===== src/rtl/register_bank_debug_pkg.sv =====
// rtl/register_bank_debug_pkg.sv - shared widths and dump FSM state encoding for the register bank
package register_bank_debug_pkg;

    localparam int CANTIDAD_REGISTROS              = 32;
    localparam int CANTIDAD_BITS_REGISTROS         = 32;
    localparam int CANTIDAD_BITS_ADDRESS_REGISTROS = 5;

    typedef enum logic [1:0] {
        IDLE = 2'd0,
        SEND = 2'd1,
        DONE = 2'd2
    } dump_state_t;

endpackage


===== src/rtl/register_bank_dump_sequencer.sv =====
// rtl/register_bank_dump_sequencer.sv - streams every register out over a valid/ready dump port
module register_bank_dump_sequencer
    import register_bank_debug_pkg::*;
#(
    parameter int CANTIDAD_REGISTROS              = register_bank_debug_pkg::CANTIDAD_REGISTROS,
    parameter int CANTIDAD_BITS_REGISTROS         = register_bank_debug_pkg::CANTIDAD_BITS_REGISTROS,
    parameter int CANTIDAD_BITS_ADDRESS_REGISTROS = register_bank_debug_pkg::CANTIDAD_BITS_ADDRESS_REGISTROS
) (
    input  logic                                       i_clock,
    input  logic                                       i_soft_reset,
    input  logic                                       i_dump_start,
    input  logic                                       i_dump_ready,
    input  logic                                       i_control_write,
    input  logic [CANTIDAD_BITS_ADDRESS_REGISTROS-1:0] i_reg_Write,
    input  logic [CANTIDAD_BITS_REGISTROS-1:0]         i_data_write,
    output logic [CANTIDAD_BITS_ADDRESS_REGISTROS-1:0] o_rd_addr,
    input  logic [CANTIDAD_BITS_REGISTROS-1:0]         i_rd_data,
    output logic                                       o_dump_valid,
    output logic [CANTIDAD_BITS_ADDRESS_REGISTROS-1:0] o_dump_addr,
    output logic [CANTIDAD_BITS_REGISTROS-1:0]         o_dump_data,
    output logic                                       o_dump_done
);

    localparam logic [CANTIDAD_BITS_ADDRESS_REGISTROS-1:0] LAST_ADDR =
        CANTIDAD_BITS_ADDRESS_REGISTROS'(CANTIDAD_REGISTROS - 1);

    dump_state_t                                state;
    dump_state_t                                state_next;
    logic [CANTIDAD_BITS_ADDRESS_REGISTROS-1:0] dump_addr;
    logic [CANTIDAD_BITS_REGISTROS-1:0]         dump_data;
    logic [CANTIDAD_BITS_ADDRESS_REGISTROS-1:0] next_addr;
    logic [CANTIDAD_BITS_REGISTROS-1:0]         next_data;
    logic                                       accept;

    // The beat address doubles as the dump pointer.
    assign next_addr = dump_addr + CANTIDAD_BITS_ADDRESS_REGISTROS'(1);
    assign o_rd_addr = next_addr;
    assign accept    = (state == SEND) && i_dump_ready;

    // A write landing on the register about to be loaded wins over the stale array value.
    assign next_data = (i_control_write && (i_reg_Write == next_addr) && (next_addr != '0))
                       ? i_data_write : i_rd_data;

    always_ff @(posedge i_clock or negedge i_soft_reset) begin
        if (!i_soft_reset) begin
            state <= IDLE;
        end else begin
            state <= state_next;
        end
    end

    always_comb begin
        state_next = state;
        case (state)
            IDLE:    if (i_dump_start) state_next = SEND;
            SEND:    if (accept && (dump_addr == LAST_ADDR)) state_next = DONE;
            DONE:    state_next = IDLE;
            default: state_next = IDLE;
        endcase
    end

    always_ff @(posedge i_clock or negedge i_soft_reset) begin
        if (!i_soft_reset) begin
            dump_addr <= '0;
            dump_data <= '0;
        end else if ((state == IDLE) && i_dump_start) begin
            dump_addr <= '0;
            dump_data <= '0;
        end else if (accept && (dump_addr != LAST_ADDR)) begin
            dump_addr <= next_addr;
            dump_data <= next_data;
        end
    end

    assign o_dump_valid = (state == SEND);
    assign o_dump_done  = (state == DONE);
    assign o_dump_addr  = dump_addr;
    assign o_dump_data  = dump_data;

endmodule


===== src/rtl/register_bank_debug.sv =====
// rtl/register_bank_debug.sv - MIPS register bank with bypassed read ports and a debug dump port
module register_bank_debug
    import register_bank_debug_pkg::*;
#(
    parameter int CANTIDAD_REGISTROS              = register_bank_debug_pkg::CANTIDAD_REGISTROS,
    parameter int CANTIDAD_BITS_REGISTROS         = register_bank_debug_pkg::CANTIDAD_BITS_REGISTROS,
    parameter int CANTIDAD_BITS_ADDRESS_REGISTROS = register_bank_debug_pkg::CANTIDAD_BITS_ADDRESS_REGISTROS
) (
    input  logic                                       i_clock,
    input  logic                                       i_soft_reset,
    input  logic [CANTIDAD_BITS_ADDRESS_REGISTROS-1:0] i_reg_A,
    input  logic [CANTIDAD_BITS_ADDRESS_REGISTROS-1:0] i_reg_B,
    input  logic [CANTIDAD_BITS_ADDRESS_REGISTROS-1:0] i_reg_Write,
    input  logic [CANTIDAD_BITS_REGISTROS-1:0]         i_data_write,
    input  logic                                       i_control_write,
    output logic [CANTIDAD_BITS_REGISTROS-1:0]         o_data_A,
    output logic [CANTIDAD_BITS_REGISTROS-1:0]         o_data_B,
    output logic                                       o_led,
    input  logic                                       i_dump_start,
    input  logic                                       i_dump_ready,
    output logic                                       o_dump_valid,
    output logic [CANTIDAD_BITS_ADDRESS_REGISTROS-1:0] o_dump_addr,
    output logic [CANTIDAD_BITS_REGISTROS-1:0]         o_dump_data,
    output logic                                       o_dump_done
);

    logic [CANTIDAD_BITS_REGISTROS-1:0]         regs [CANTIDAD_REGISTROS];
    logic [CANTIDAD_BITS_ADDRESS_REGISTROS-1:0] dump_rd_addr;
    logic [CANTIDAD_BITS_REGISTROS-1:0]         dump_rd_data;
    logic                                       write_en;

    // Register 0 is never written, so it stays at its reset value of zero.
    assign write_en = i_control_write && (i_reg_Write != '0);

    always_ff @(posedge i_clock or negedge i_soft_reset) begin
        if (!i_soft_reset) begin
            for (int i = 0; i < CANTIDAD_REGISTROS; i++) begin
                regs[i] <= '0;
            end
            o_led <= 1'b0;
        end else if (write_en) begin
            regs[i_reg_Write] <= i_data_write;
            o_led             <= 1'b1;
        end
    end

    always_comb begin
        o_data_A = regs[i_reg_A];
        if (write_en && (i_reg_Write == i_reg_A)) begin
            o_data_A = i_data_write;
        end
    end

    always_comb begin
        o_data_B = regs[i_reg_B];
        if (write_en && (i_reg_Write == i_reg_B)) begin
            o_data_B = i_data_write;
        end
    end

    assign dump_rd_data = regs[dump_rd_addr];

    register_bank_dump_sequencer #(
        .CANTIDAD_REGISTROS              (CANTIDAD_REGISTROS),
        .CANTIDAD_BITS_REGISTROS         (CANTIDAD_BITS_REGISTROS),
        .CANTIDAD_BITS_ADDRESS_REGISTROS (CANTIDAD_BITS_ADDRESS_REGISTROS)
    ) u_dump_sequencer (
        .i_clock         (i_clock),
        .i_soft_reset    (i_soft_reset),
        .i_dump_start    (i_dump_start),
        .i_dump_ready    (i_dump_ready),
        .i_control_write (i_control_write),
        .i_reg_Write     (i_reg_Write),
        .i_data_write    (i_data_write),
        .o_rd_addr       (dump_rd_addr),
        .i_rd_data       (dump_rd_data),
        .o_dump_valid    (o_dump_valid),
        .o_dump_addr     (o_dump_addr),
        .o_dump_data     (o_dump_data),
        .o_dump_done     (o_dump_done)
    );

endmodule

===== config.mk =====
export PLATFORM = sky130hd
export DESIGN_NAME = register_bank_debug
export DESIGN_NICKNAME = d
export VERILOG_FILES = /design/src/rtl/register_bank_debug_pkg.sv /design/src/rtl/register_bank_dump_sequencer.sv /design/src/rtl/register_bank_debug.sv
export SDC_FILE = /design/constraint.sdc
export NUM_CORES = 2
export LEC_CHECK = 0
export CORE_UTILIZATION = 63
export DETAILED_ROUTE_END_ITERATION = 6
export PLACE_DENSITY = 0.81
export SLEW_MARGIN = 15
export SYNTH_ARGS = -nofsm -noshare
export SYNTH_HDL_FRONTEND = slang
export SYNTH_SLANG_ARGS = --single-unit

===== constraint.sdc =====
create_clock -name i_clock -period 3.6 [get_ports i_clock]
set_input_delay 0.72 -clock i_clock [delete_from_list [all_inputs] [get_ports i_clock]]
set_output_delay 0.72 -clock i_clock [all_outputs]
set_load 0.005 [all_outputs]

Word-level counts from Yosys, hierarchy flattened
Index checks and enable logic that the tools add are counted.
- input port bits: 52
- flip-flop bits (word level): 1064
- output and inout bits: 104
- logic and storage cells: 92
- order comparisons: 5
- equality and inequality tests: 9
- bitwise operators: 4
- multiplexer cells: 22
- add/sub/neg operators: 1
- reductions and logical operators: 15
- operators by type and width (kind ; number):
    $bwmux W1024 ; 1
    $bmux W32 S5 ; 3
    $mux W32 ; 12
    $demux W32 S5 ; 1
    $ge A6 B6 Y1 const B ; 4
    $not A5 Y6 ; 4
    $eq A5 B5 Y1 ; 3
    $logic_and A1 B1 Y1 ; 10
    $mux W5 ; 2
    $reduce_bool A5 Y1 ; 2
    $lt A6 B1 Y1 const B ; 1
    $add A5 B1 Y5 const B ; 1
    $eq A5 B5 Y1 const B ; 1
    $ne A5 B5 Y1 const B ; 1
    $mux W2 ; 2
    $pmux W2 S2 ; 1
    $eq A2 B1 Y1 const B ; 1
    $eq A2 B2 Y1 const B ; 1
    $logic_not A2 Y1 ; 1
    $ne A2 B1 Y1 const B ; 1
    $ne A2 B2 Y1 const B ; 1
    $reduce_and A2 Y1 ; 1
    $reduce_bool A2 Y1 ; 1

Logic depth before layout (Yosys ltp)
- depth in word-level cells: 8
- mapped depth: 10

By module
A second synthesis with hierarchy kept.
- cell total of the unflattened synthesis: 4174
- area total of the unflattened synthesis: 63716.1 um^2
- modules (own cells, without submodules) (module ; cells each ; area each (um^2) ; sequential area each (um^2) ; times used):
    register_bank_debug ; 3908 ; 61295.0 ; 25649.6 ; 1
    register_bank_dump_sequencer ; 266 ; 2421.1 ; 975.9 ; 1

Worst setup path before layout
No wires, ideal clock.
- path kind: input -> output
- start point: input i_reg_B[0]
- end point: output o_data_B[14]
- stages on the path: 7
- path buffers: 3
- setup slack: 0.419 ns
- arrival time: 2.461 ns
- path through: buf_2 > buf_6 > buf_2 > mux4_2 > mux4_2 > mux2i_1 > o21ai_1
- cells in the longest elaborated chain, start to end: 5
- RTL lines (what ; RTL line ; text):
    start: declaration ; register_bank_debug.sv:12 ; input logic [CANTIDAD_BITS_ADDRESS_REGISTROS-1:0] i_reg_B,
    $not A5 Y6 (not written as such) ; register_bank_debug.sv:55 ; o_data_B = regs[i_reg_B];
    $bmux W32 S5 ; register_bank_debug.sv:55 ;
    $mux W32 (not written as such) (2 in series) ; register_bank_debug.sv:55 ;
    $mux W32 (*) ; register_bank_debug.sv:56 ; if (write_en && (i_reg_Write == i_reg_B)) begin
    end: declaration ; register_bank_debug.sv:17 ; output logic [CANTIDAD_BITS_REGISTROS-1:0] o_data_B,
Every way passes the cells marked *; elsewhere a longest branch is shown, timed or not. The select of a mux whose other input is x is not followed.

Worst setup path after layout
- start point: input i_reg_B[0]
- end point: output o_data_B[30]
Same word-level chain as after synthesis.

==> out/qor.json <==
{
  "run_status": "finished with violations",
  "violations": "design-rule violations, negative setup slack",
  "synth-warning-count": 0,
  "number_of_remaining_drc_errors": 29,
  "design.final.nets": 5107,
  "syn_area_um2": 63610,
  "m3_gr_usage_pct": 23.70,
  "buffer_ports.inserted": 155,
  "finish.utilization_pct": 75.98,
  "cts_tree": "yes",
  "slew_at_the_pin_with_the_worst_max_slew_slack_ns": 1.287,
  "slew_viol_final": 0,
  "setup-violations-final": 24,
  "gr_layer_usage_met2_pct": 66.08,
  "p_leak_nw": 31.95,
  "area_growth_pct": 19.45,
  "grt_use_met1_pct": 57.45,
  "timing.hold.worst.start": "regs[1009]$_DFFE_PN0P_",
  "fin_ws_ns": -0.1431,
  "placement_rows": 116,
  "dp_hpwl_mm": 129.1,
  "required_ns": 2.88,
  "fin_crit_share_pct": 104.0,
  "min_delay_worst_endpoint": "regs[1009]$_DFFE_PN0P_",
  "worst_r2r_path_depth": 8,
  "maxClockFrequency_ghz": 0.2672,
  "filler_cell_count": 5231,
  "yosysTopAreaCellShare_pct": 41.86,
  "die_height_um": 319.7,
  "insertion_delay_ns": 0.74,
  "timing.clock.skew_ns": 0.03461,
  "power-per-cell-area_nw_per_um2": 637.2,
  "post_synth_num_cell_types": 38,
  "ys_dominant_reg_cell": "sky130_fd_sc_hd__dfrtp_1",
  "first_pass_grt_wire_length_mm": 350.6,
  "rsz0062_at_grt": "yes",
  "hold_viol": 0,
  "dr.pass1.iters": 7,
  "maxCapViolations": 0,
  "timing.rr.end": "u_dump_sequencer.o_dump_data[25]$_DFFE_PN0P_",
  "floorplan.initialDensity_pct": 63.61,
  "worst_ir_drop_vdd_uv": 1135,
  "global_route.usage.total_pct": 47.34,
  "pin_count_of_the_biggest_net_entering_global_routing": 135,
  "type_of_origin_of_the_critical_path": "input pin",
  "wirelength_mm": 241.3,
  "async_flop_share_pct": 100.0,
  "synth_edf_count": 0,
  "top_usage_layer": "met2",
  "drt_first_iter_violations": 10190,
  "clk_transition_reported_paths_ns": 0.06,
  "grt_overflow_total": 0,
  "drt-wirelength-per-cell_um": 37.41,
  "gp_routability_congestion": 0.9089,
  "ant_nets": 0,
  "fp.coreArea_um2": 100000,
  "via_count": 52310,
  "fin_crit_ns": 3.743,
  "hold_depth": 0,
  "timing.setup.critical_path_class": "in -> out",
  "cts-root-buf": "sky130_fd_sc_hd__clkbuf_16",
  "synth_area_leader_cell": "sky130_fd_sc_hd__dfrtp_1",
  "cell_with_the_most_instances_after_synthesis": "sky130_fd_sc_hd__dfrtp_1",
  "synthesis.nets": 4840,
  "cts_made_buffers": 111,
  "register_area_share_after_synthesis_pct": 41.86,
  "initial_antenna_violation_count": 9,
  "synth_top_cells_by_area": "sky130_fd_sc_hd__dfrtp_1 (42%), sky130_fd_sc_hd__mux4_2 (32%), sky130_fd_sc_hd__mux2_2 (9.3%), sky130_fd_sc_hd__nand2_1 (4.9%), sky130_fd_sc_hd__o21ai_0 (3.8%)",
  "grt_pass1_vias": 53130,
  "pre_cts_ws_ns": -0.5437,
  "tritoncts_num_sinks": 1064,
  "critPathMaxFanout": 11,
  "routed_via_density": 8.110,
  "worst-endpoint-arrival_ns": 3.02,
  "synthesis.area_per_instance_um2": 13.29,
  "boundaryPins": 156,
  "die_x_um": 319.7,
  "yosys_register_bits": 1064,
  "dieArea_um2": 102200,
  "critPathCaptureType": "output pin",
  "synth.cells.most_frequent": "sky130_fd_sc_hd__dfrtp_1 (1064), sky130_fd_sc_hd__mux4_2 (894), sky130_fd_sc_hd__nand2_1 (832)",
  "synth_cells": 4785,
  "h-tree-depth": 3,
  "cts_max_path_buffers": 3,
  "drive_gt1_share_pct": 44.42,
  "worst_hold_path_type": "reg -> reg",
  "timing.max_slew.rel_slack_pct": 14.19,
  "r2r_start": "u_dump_sequencer.o_dump_addr[1]$_DFFE_PN0P_",
  "reg2reg_slack_ns": 0.17
}
[layout by cell type, fill, tap and decap left out, drive strengths merged, types with 9 or more instances in the layout]
cell type      netlist  routed
dfrtp             1064    1064
mux4               894     894
nand2              832     832
buf                198     566
o21ai              532     532
mux2               528     528
clkbuf             362     172
nand4              158     158
clkdlybuf4s50        0      79
mux2i               72      72
inv                 33      34
o221ai              31      31
dlygate4sd2          0      30
clkinv               0      22
bufinv               0      20
nor2                18      18
clkinvlp             0      12
xnor2               10      10
clkdlybuf4s15        0       9
[critical path: stages]
cell,delay (ns)
sky130_fd_sc_hd__buf_16,0.14
sky130_fd_sc_hd__buf_12,0.18
sky130_fd_sc_hd__buf_16,0.17
sky130_fd_sc_hd__mux4_2,0.53
sky130_fd_sc_hd__mux4_2,0.51
sky130_fd_sc_hd__mux2i_4,0.19
sky130_fd_sc_hd__o21ai_1,0.10
sky130_fd_sc_hd__clkdlybuf4s50_1,0.45
[cells by family after synthesis]
family | count (synthesis) | share of synthesized area (%)
buffers and inverters | 593 | 4.017
and+or+nand+nor | 1040 | 6.910
adders and majority gates | 3 | 0.05902
AOI/OAI and AO/OA | 573 | 4.749
DFF | 1064 | 41.86
muxes | 1494 | 42.14
xor gates and xnor gates | 18 | 0.2695
[metrics by stage]
step,TNS [ns],area [um2],power (W),hold WS [ns],std cells
2_1_floorplan,0,63610,0.02772,0.4244,4785
3_3_place_gp,-20.32,69330,0.03325,0.3926,6067
3_5_place_dp,-19.28,69330,0.03398,0.4025,6067
4_1_cts,-1.392,75200,0.04706,0.4176,6380
5_1_grt,-2.186,75980,0.04958,0.4394,6449
6_report,-1.630,75980,0.04842,0.4263,6450
[power breakdown]
part	switching, W	internal (W)
logic	0.00911	0.00932
clock network	0.00530	0.00766
registers	0.00277	0.0143
[worst max-delay path by stage]
stage | startpoint | to
after floorplan | i_reg_B[0] | o_data_B[14]
after global placement | i_reg_Write[3] | o_data_B[13]
after detailed placement | i_reg_A[0] | o_data_A[0]
after CTS | i_reg_B[0] | o_data_B[12]
after global routing | i_reg_B[0] | o_data_B[5]
final | i_reg_B[0] | o_data_B[30]
[repair_timing]
action	in CTS	in global routing
cloned	26	4
hold endpoints to repair	37	0
endpoints found under the setup margin	64	55
gates resized for setup	198	84
buffers inserted	81	71
pin swaps	4	7
hold buffers	1	0
[layout make-up]
| type | count | area (um2) | area share, % |
|---|---|---|---|
| Inverter | 33 | 125.1 | 0.1647 |
| Clock buffer | 155 | 3207 | 4.221 |
| Sequential cell | 1064 | 26630 | 35.05 |
| Clock inverter | 55 | 843.3 | 1.110 |
| Multi-Input combinational cell | 3128 | 34980 | 46.04 |
| Timing Repair Buffer | 714 | 8558 | 11.26 |
| Antenna cell | 3 | 7.507 | 0.009880 |
| Tap cell | 1298 | 1624 | 2.137 |
[flip-flops by register name, summed over array words and instances (netlist names)]
register,flops
o_led,1
u_dump_sequencer.o_dump_data,32
regs,1024
u_dump_sequencer.o_dump_addr,5
u_dump_sequencer.state,2
[metal layers]
| layer | share of wire [%] | up-vias | wire, um |
|---|---|---|---|
| li1 | - | 18890 | - |
| met1 | 30 | 25730 | 73190 |
| met2 | 43 | 5941 | 103000 |
| met3 | 18 | 1742 | 43740 |
| met4 | 8.8 | 12 | 21250 |
| met5 | 0.050 | - | 120 |
Power figures use the tool's default switching activity.
